--- src/rtl/dmem_pkg.sv ---
// dmem_pkg: shared FSM/port types, request payload struct and defaults for the dmem arbiter.
// Latency: none, types and a pure helper function only.
// Backpressure: not applicable.
package dmem_pkg;

  // Default RAM word-address width (2^10 words of 32 bits).
  localparam int DMEM_WORD_AW = 10;

  // Two-state access FSM: accept in IDLE, answer in RESP.
  typedef enum logic {
    IDLE = 1'b0,
    RESP = 1'b1
  } dmem_state_e;

  // Requester identity; also the bit index into the grant vector.
  typedef enum logic {
    PORT_CORE = 1'b0,
    PORT_LDR  = 1'b1
  } dmem_port_e;

  // Request payload as presented by either requester.
  typedef struct packed {
    logic        we;
    logic [31:0] addr;
    logic [31:0] wdata;
    logic [3:0]  be;
  } dmem_req_t;

  // True when any address bit above the RAM window is set.
  function automatic logic dmem_addr_oor(input logic [31:0] addr, input int word_aw);
    return (addr >> (word_aw + 2)) != 32'd0;
  endfunction

endpackage

--- src/rtl/dmem_arb2.sv ---
// dmem_arb2: two-way request arbiter producing a one-hot grant.
// Latency: purely combinational, grant in the same cycle as the request.
// Backpressure: a request that loses simply sees no grant; build option DMEM_ARB_RR_EN adds a priority pointer input.
module dmem_arb2 (
`ifdef DMEM_ARB_RR_EN
  input  logic       prio_ptr,  // 0: core wins a tie, 1: loader wins a tie
`endif
  input  logic [1:0] req,       // bit 0 core, bit 1 loader
  output logic [1:0] gnt        // one-hot, or zero when nothing requests
);

`ifdef DMEM_ARB_RR_EN
  // Round-robin: a lone request always wins, a tie goes to the pointed-at port.
  always_comb begin
    gnt = 2'b00;
    if (req == 2'b11) begin
      gnt = prio_ptr ? 2'b10 : 2'b01;
    end else begin
      gnt = req;
    end
  end
`else
  // Fixed priority: the core wins whenever it requests.
  always_comb begin
    gnt = 2'b00;
    if (req[0]) begin
      gnt = 2'b01;
    end else if (req[1]) begin
      gnt = 2'b10;
    end
  end
`endif

endmodule

--- src/rtl/dmem_arbiter.sv ---
// dmem_arbiter: shares one single-port data RAM between the core LSU and the program loader.
// Latency: request accepted combinationally in IDLE, one-cycle response pulse in the next (RESP) cycle.
// Backpressure: at most one request per two cycles; both readies are low in RESP. Build option DMEM_ARB_RR_EN selects round-robin arbitration.
module dmem_arbiter
  import dmem_pkg::*;
#(
  parameter int WORD_AW = DMEM_WORD_AW
) (
  input  logic               clk,
  input  logic               rst,
  // core LSU, port 0
  input  logic               core_req_valid,
  output logic               core_req_ready,
  input  logic               core_req_we,
  input  logic [31:0]        core_req_addr,
  input  logic [31:0]        core_req_wdata,
  input  logic [3:0]         core_req_be,
  output logic               core_rsp_valid,
  output logic [31:0]        core_rsp_rdata,
  output logic               core_rsp_err,
  // program loader, port 1
  input  logic               ldr_req_valid,
  output logic               ldr_req_ready,
  input  logic               ldr_req_we,
  input  logic [31:0]        ldr_req_addr,
  input  logic [31:0]        ldr_req_wdata,
  input  logic [3:0]         ldr_req_be,
  output logic               ldr_rsp_valid,
  output logic [31:0]        ldr_rsp_rdata,
  output logic               ldr_rsp_err,
  // RAM
  output logic               ram_en,
  output logic               ram_we,
  output logic [WORD_AW-1:0] ram_addr,
  output logic [3:0]         ram_be,
  output logic [31:0]        ram_wdata,
  input  logic [31:0]        ram_rdata
);

  // FSM state and the facts about the accepted request that the response needs.
  dmem_state_e state_q, state_d;
  dmem_port_e  gnt_port_q, gnt_port_d;
  logic        we_q, we_d;
  logic        err_q, err_d;
`ifdef DMEM_ARB_RR_EN
  // Port that wins the next tie; flips away from whoever was just served.
  logic        rr_ptr_q, rr_ptr_d;
`endif

  // Arbitration and selected-request signals.
  dmem_req_t   core_req, ldr_req, sel_req;
  logic [1:0]  arb_req, arb_gnt;
  logic        accept;
  dmem_port_e  sel_port;
  logic        sel_oor;

  // Response datapath.
  logic        rsp_fire;
  logic [31:0] rsp_rdata;

  // Bundle each requester's payload so the mux below is a single struct select.
  always_comb begin
    core_req.we    = core_req_we;
    core_req.addr  = core_req_addr;
    core_req.wdata = core_req_wdata;
    core_req.be    = core_req_be;
    ldr_req.we     = ldr_req_we;
    ldr_req.addr   = ldr_req_addr;
    ldr_req.wdata  = ldr_req_wdata;
    ldr_req.be     = ldr_req_be;
  end

  // Offer requests to the arbiter only when idle and out of reset.
  always_comb begin
    arb_req = 2'b00;
    if (!rst && (state_q == IDLE)) begin
      arb_req = {ldr_req_valid, core_req_valid};
    end
  end

  dmem_arb2 u_arb (
`ifdef DMEM_ARB_RR_EN
    .prio_ptr (rr_ptr_q),
`endif
    .req      (arb_req),
    .gnt      (arb_gnt)
  );

  // Pick the granted port's payload and classify its address.
  always_comb begin
    accept   = |arb_gnt;
    sel_port = arb_gnt[1] ? PORT_LDR : PORT_CORE;
    sel_req  = arb_gnt[1] ? ldr_req : core_req;
    sel_oor  = dmem_addr_oor(sel_req.addr, WORD_AW);
  end

  assign core_req_ready = arb_gnt[0];
  assign ldr_req_ready  = arb_gnt[1];

  // Drive the RAM only for an accepted in-range request; otherwise keep every strobe low.
  always_comb begin
    ram_en    = 1'b0;
    ram_we    = 1'b0;
    ram_be    = 4'b0000;
    ram_addr  = '0;
    ram_wdata = 32'd0;
    if (accept && !sel_oor) begin
      ram_en    = 1'b1;
      ram_we    = sel_req.we;
      ram_be    = sel_req.be;
      ram_addr  = sel_req.addr[WORD_AW+1:2];
      ram_wdata = sel_req.wdata;
    end
  end

  // Next-state: capture grant/we/err on acceptance, always fall back to IDLE after RESP.
  always_comb begin
    state_d    = state_q;
    gnt_port_d = gnt_port_q;
    we_d       = we_q;
    err_d      = err_q;
`ifdef DMEM_ARB_RR_EN
    rr_ptr_d   = rr_ptr_q;
`endif
    case (state_q)
      IDLE: begin
        if (accept) begin
          state_d    = RESP;
          gnt_port_d = sel_port;
          we_d       = sel_req.we;
          err_d      = sel_oor;
`ifdef DMEM_ARB_RR_EN
          rr_ptr_d   = (sel_port == PORT_CORE);
`endif
        end
      end
      RESP: begin
        state_d = IDLE;
      end
      default: begin
        state_d = IDLE;
      end
    endcase
  end

  // FSM and response-context registers; reset drops any pending response.
  always_ff @(posedge clk) begin
    if (rst) begin
      state_q    <= IDLE;
      gnt_port_q <= PORT_CORE;
      we_q       <= 1'b0;
      err_q      <= 1'b0;
`ifdef DMEM_ARB_RR_EN
      rr_ptr_q   <= 1'b0;
`endif
    end else begin
      state_q    <= state_d;
      gnt_port_q <= gnt_port_d;
      we_q       <= we_d;
      err_q      <= err_d;
`ifdef DMEM_ARB_RR_EN
      rr_ptr_q   <= rr_ptr_d;
`endif
    end
  end

  // Steer the response to the registered grant; stores and errors return zero data.
  always_comb begin
    rsp_fire       = (state_q == RESP) && !rst;
    rsp_rdata      = (we_q || err_q) ? 32'd0 : ram_rdata;
    core_rsp_valid = 1'b0;
    core_rsp_err   = 1'b0;
    core_rsp_rdata = 32'd0;
    ldr_rsp_valid  = 1'b0;
    ldr_rsp_err    = 1'b0;
    ldr_rsp_rdata  = 32'd0;
    if (rsp_fire) begin
      if (gnt_port_q == PORT_LDR) begin
        ldr_rsp_valid  = 1'b1;
        ldr_rsp_err    = err_q;
        ldr_rsp_rdata  = rsp_rdata;
      end else begin
        core_rsp_valid = 1'b1;
        core_rsp_err   = err_q;
        core_rsp_rdata = rsp_rdata;
      end
    end
  end

endmodule
--- config.mk ---
export PLATFORM = sky130hd
export DESIGN_NAME = dmem_arbiter
export DESIGN_NICKNAME = d
export VERILOG_FILES = /design/src/rtl/dmem_pkg.sv /design/src/rtl/dmem_arb2.sv /design/src/rtl/dmem_arbiter.sv
export SDC_FILE = /design/constraint.sdc
export NUM_CORES = 1
export LEC_CHECK = 0
export ABC_AREA = 0
export CAP_MARGIN = 20
export CORE_AREA = 2 2 114 116
export CTS_CLUSTER_DIAMETER = 40
export CTS_CLUSTER_SIZE = 20
export DETAILED_ROUTE_END_ITERATION = 8
export DIE_AREA = 0 0 116 118
export GPL_TIMING_DRIVEN = 0
export HOLD_SLACK_MARGIN = 0.03
export PLACE_DENSITY = 0.64
export SYNTH_ARGS = -nofsm -noshare
export SYNTH_HDL_FRONTEND = slang
export SYNTH_SLANG_ARGS = --single-unit
export TNS_END_PERCENT = 30
--- constraint.sdc ---
create_clock -name clk -period 5.6 [get_ports clk]
set_input_delay 1.4 -clock clk [delete_from_list [all_inputs] [get_ports clk]]
set_output_delay 1.4 -clock clk [all_outputs]
set_load 0.01 [all_outputs]
==> flow_summary_export.csv <==
group,metric,value,unit
status,status,"finished, final reports clean",
drt,wire_per_inst,14.5,µm
timing,max_freq,0.188,GHz
yosys,synthMuxAreaShare,0,%
pwr,p_per_area,76.3,nW/µm²
drt,route.detailed.drc,0,
worst_setup_path,worstSetupPathDepth,9,
clock_network,path_clk_slew,0.03,ns
hold_path,hold_depth,2,
worst_setup_path,setup.worst_path.end_class,"output port",
yosys,yosysTopAreaCellShare,28.2,%
drt,drt-initial-drc-count,99,
clock_network,clock_path_buffers,2,
worst_setup_path,required,4.20,ns
pwr,peakVddDrop,0.0553,mV
yosys,yosysWarnings,0,
worst_setup_path,path_max_fanout,10,
worst_setup_path,reg2regPathDepth,7,
drt,vias_per_cell,4.21,
yosys,netlist_area,1420,µm²
yosys,synth_compound_area_share,20.9,%
worst_setup_path,cp_cell_sequence,"clkdlybuf4s50_1 > nor2_2 > nand3b_1 > inv_2 > buf_2 > clkbuf_1 > nand2_1 > a21oi_1 > clkdlybuf4s50_1",
pwr,clkPwrFrac,31.6,%
timing,tns,0,ns
pwr,p_comb_share,59.1,%
timing,relSlewSlack,35.8,%
cells_and_area,layoutNonFillerInstCount,732,
worst_setup_path,cpMostUsedCell,"clkdlybuf4s50_1",
grt,grt_pass1_wl,15900,µm
yosys,synth_seq_cells,4,
clock_network,insertion_delay,0.22,ns
floorplan,die-area,13700,µm²
floorplan,initial_core_util,11.4,%
grt,grt_usage,14.4,%
place,port_buffers,287,
worst_setup_path,startpoint,"rst",
yosys,synthAdderAreaFrac,0,%
yosys,synth_top_area_cell,"and3_1",
yosys,ys_top_cells_by_area,"and3_1, nand2_1, a21oi_1, clkbuf_1, dfxtp_1",
worst_setup_path,path_delay_family,"buffers and inverters",
grt,antenna_found_initial,0,
yosys,synth_xor_area_share,0,%
place,dp_cells,729,
worst_setup_path,worstSetupEndpoint,"ram_be[0]",
clock_network,cts_setup_buffers,0,
clock_network,htree_levels,1,
yosys,synth.distinct_cells,22,
cells_and_area,final_nets,736,
worst_setup_path,crit_arrival,3.92,ns
floorplan,num_rows,41,
place,place_congestion,0.813,
clock_network,cts_resized,0,
grt,gr-total-overflow,0,
pwr,p_int,0.257,mW
timing,hold_viol_final,0,
timing,slew_violations,0,
drt,vias,3084,
pwr,sw_frac_of_total,26.5,%
floorplan,ios,292,
cells_and_area,final_cell_mix,"clkdlybuf4s50_1, nand2_1, and3_1",
hold_path,hold_class,"reg2reg",
pwr,power_leakage,1.89,nW
cells_and_area,drive_gt1_share,3.57,%
timing,finClkSkew,0.000170,ns
worst_setup_path,rr_startpoint,"state_q",
worst_setup_path,critPathSlowestCell,"clkdlybuf4s50_1",
timing,post-route-period-util,95.0,%
yosys,synth_top_family_by_area,"simple AND/OR/NAND/NOR gates",
worst_setup_path,rrSetupSlack,3.96,ns
clock_network,cts-root-buf,"clkbuf_16",
floorplan,coreArea,12400,µm²
worst_setup_path,crit_buf_inv,5,
floorplan,die_y,118,µm
clock_network,holdBufCountCts,0,
worst_setup_path,max_stage_delay,0.58,ns
drt,first_pass_iters,5,
drt,ant_nets,0,
timing,rsz0062_at_grt,"no",
clock_network,cts_sinks,4,
cells_and_area,syn2layout_area_growth,223,%
yosys,synth.net_count,444,
worst_setup_path,path_class,"in2out",
timing,setup_viol,0,
place,dpl.hpwl,9240,µm
timing,finalCriticalPeriod,5.32,ns
timing,tightestPinTransition,0.961,ns
clock_network,cts_tree,"done",
cells_and_area,final_common_cell,"clkdlybuf4s50_1",
grt,grt_pass1_vias,3179,
yosys,synthCells,270,
pwr,p_seq_share,9.3,%
floorplan,die_width,116,µm
worst_setup_path,r2r-end,"err_q",
worst_setup_path,cp-start-kind,"primary input",
yosys,synth_seq_area_share,5.64,%
pwr,power.switching,0.0928,mW
yosys,avgSynthCellArea,5.26,µm²
grt,grt_max_degree,11,
clock_network,numCtsBuffers,3,
yosys,synth-simple-area-share,64.4,%
flow_run,maxCapViolCount,0,
cells_and_area,n_antenna_cell,0,
drt,totalWireLength,10600,µm
-- worst register-to-register path, delay by kind of cell, from the launching register on --
| kind | cells | cell delay [ns] |
|---|---|---|
| flip-flops | 1 | 0.33 |
| AND/OR/NAND/NOR | 4 | 0.55 |
| AO/OA/AOI/OAI | 1 | 0.26 |
| buffers and inverters | 2 | 0.37 |
-- power groups by stage --
stage	combinational [mW]	sequential (mW)	clock [mW]
5_1_grt	0.223	0.0330	0.116
2_1_floorplan	0.0503	0.0324	0
6_report	0.206	0.0326	0.110
3_3_place_gp	0.202	0.0332	0
4_1_cts	0.207	0.0329	0.113
3_5_place_dp	0.206	0.0333	0
-- area by class of cell --
class                   count  area (µm²)
plain buffers              28         118
clock buffers               3        75.1
fillers                  1335        7830
inverters                   3        11.3
multi-input cells         235        1210
flip-flops and latches      4        80.1
well taps                 172         215
repair buffers            287        2870
-- flip-flops by register name, summed over array words and instances (netlist names) --
signal      count
err_q           1
gnt_port_q      1
state_q         1
we_q            1
-- metrics by stage --
| step | instance area, µm² | hold slack [ns] | utilization (%) | setup WS (ns) | power, mW |
|---|---|---|---|---|---|
| finish | 4580 | 0.498 | 36.9 | 0.277 | 0.350 |
| global route | 4580 | 0.570 | 36.9 | 0.0380 | 0.372 |
| CTS | 4580 | 0.504 | 36.9 | 0.243 | 0.353 |
| detailed placement | 4510 | 0.500 | 36.3 | 0.257 | 0.240 |
| global placement | 4510 | 0.488 | 36.3 | 0.305 | 0.235 |
| floorplan | 1420 | 0.471 | - | 1.73 | 0.0827 |
-- how the worst min path moves through the flow --
stage | startpoint | to | slack (ns)
6_report | we_q | we_q | 0.50
5_1_grt | we_q | we_q | 0.57
4_1_cts | we_q | we_q | 0.50
3_5_place_dp | we_q | we_q | 0.50
3_3_place_gp | gnt_port_q | gnt_port_q | 0.49
2_1_floorplan | we_q | we_q | 0.47
-- cell usage after synthesis --
cell / count
nor2_2: 1
nor3b_1: 2
nand4_1: 2
buf_2: 4
dfxtp_1: 4
a311oi_1: 1
o22a_1: 1
and3b_1: 1
o21ai_0: 1
nand3b_1: 1
inv_2: 1
and2_1: 2
nor3b_2: 1
nand2_1: 96
and3_1: 64
buf_6: 1
clkbuf_1: 23
inv_1: 2
nor4_1: 10
nor2_1: 4
a21oi_1: 39
a21oi_2: 9
-- layer usage --
| metal | part of all wire (%) | GRT usage, % |
|---|---|---|
| met5 | 0 | 0 |
| met1 | 36 | 14.5 |
| met2 | 51 | 27.8 |
| met4 | 2.5 | 5.06 |
| met3 | 10 | 3.66 |
-- cells by family (layout without fill, tap and decap cells) --
group                  after synthesis  count (layout)
and+or+nand+nor                    184             184
AOI/OAI and AO/OA                   51              51
DFF                                  4               4
buffers and inverters               31             321
No activity file was read; power rests on OpenSTA's default activity.
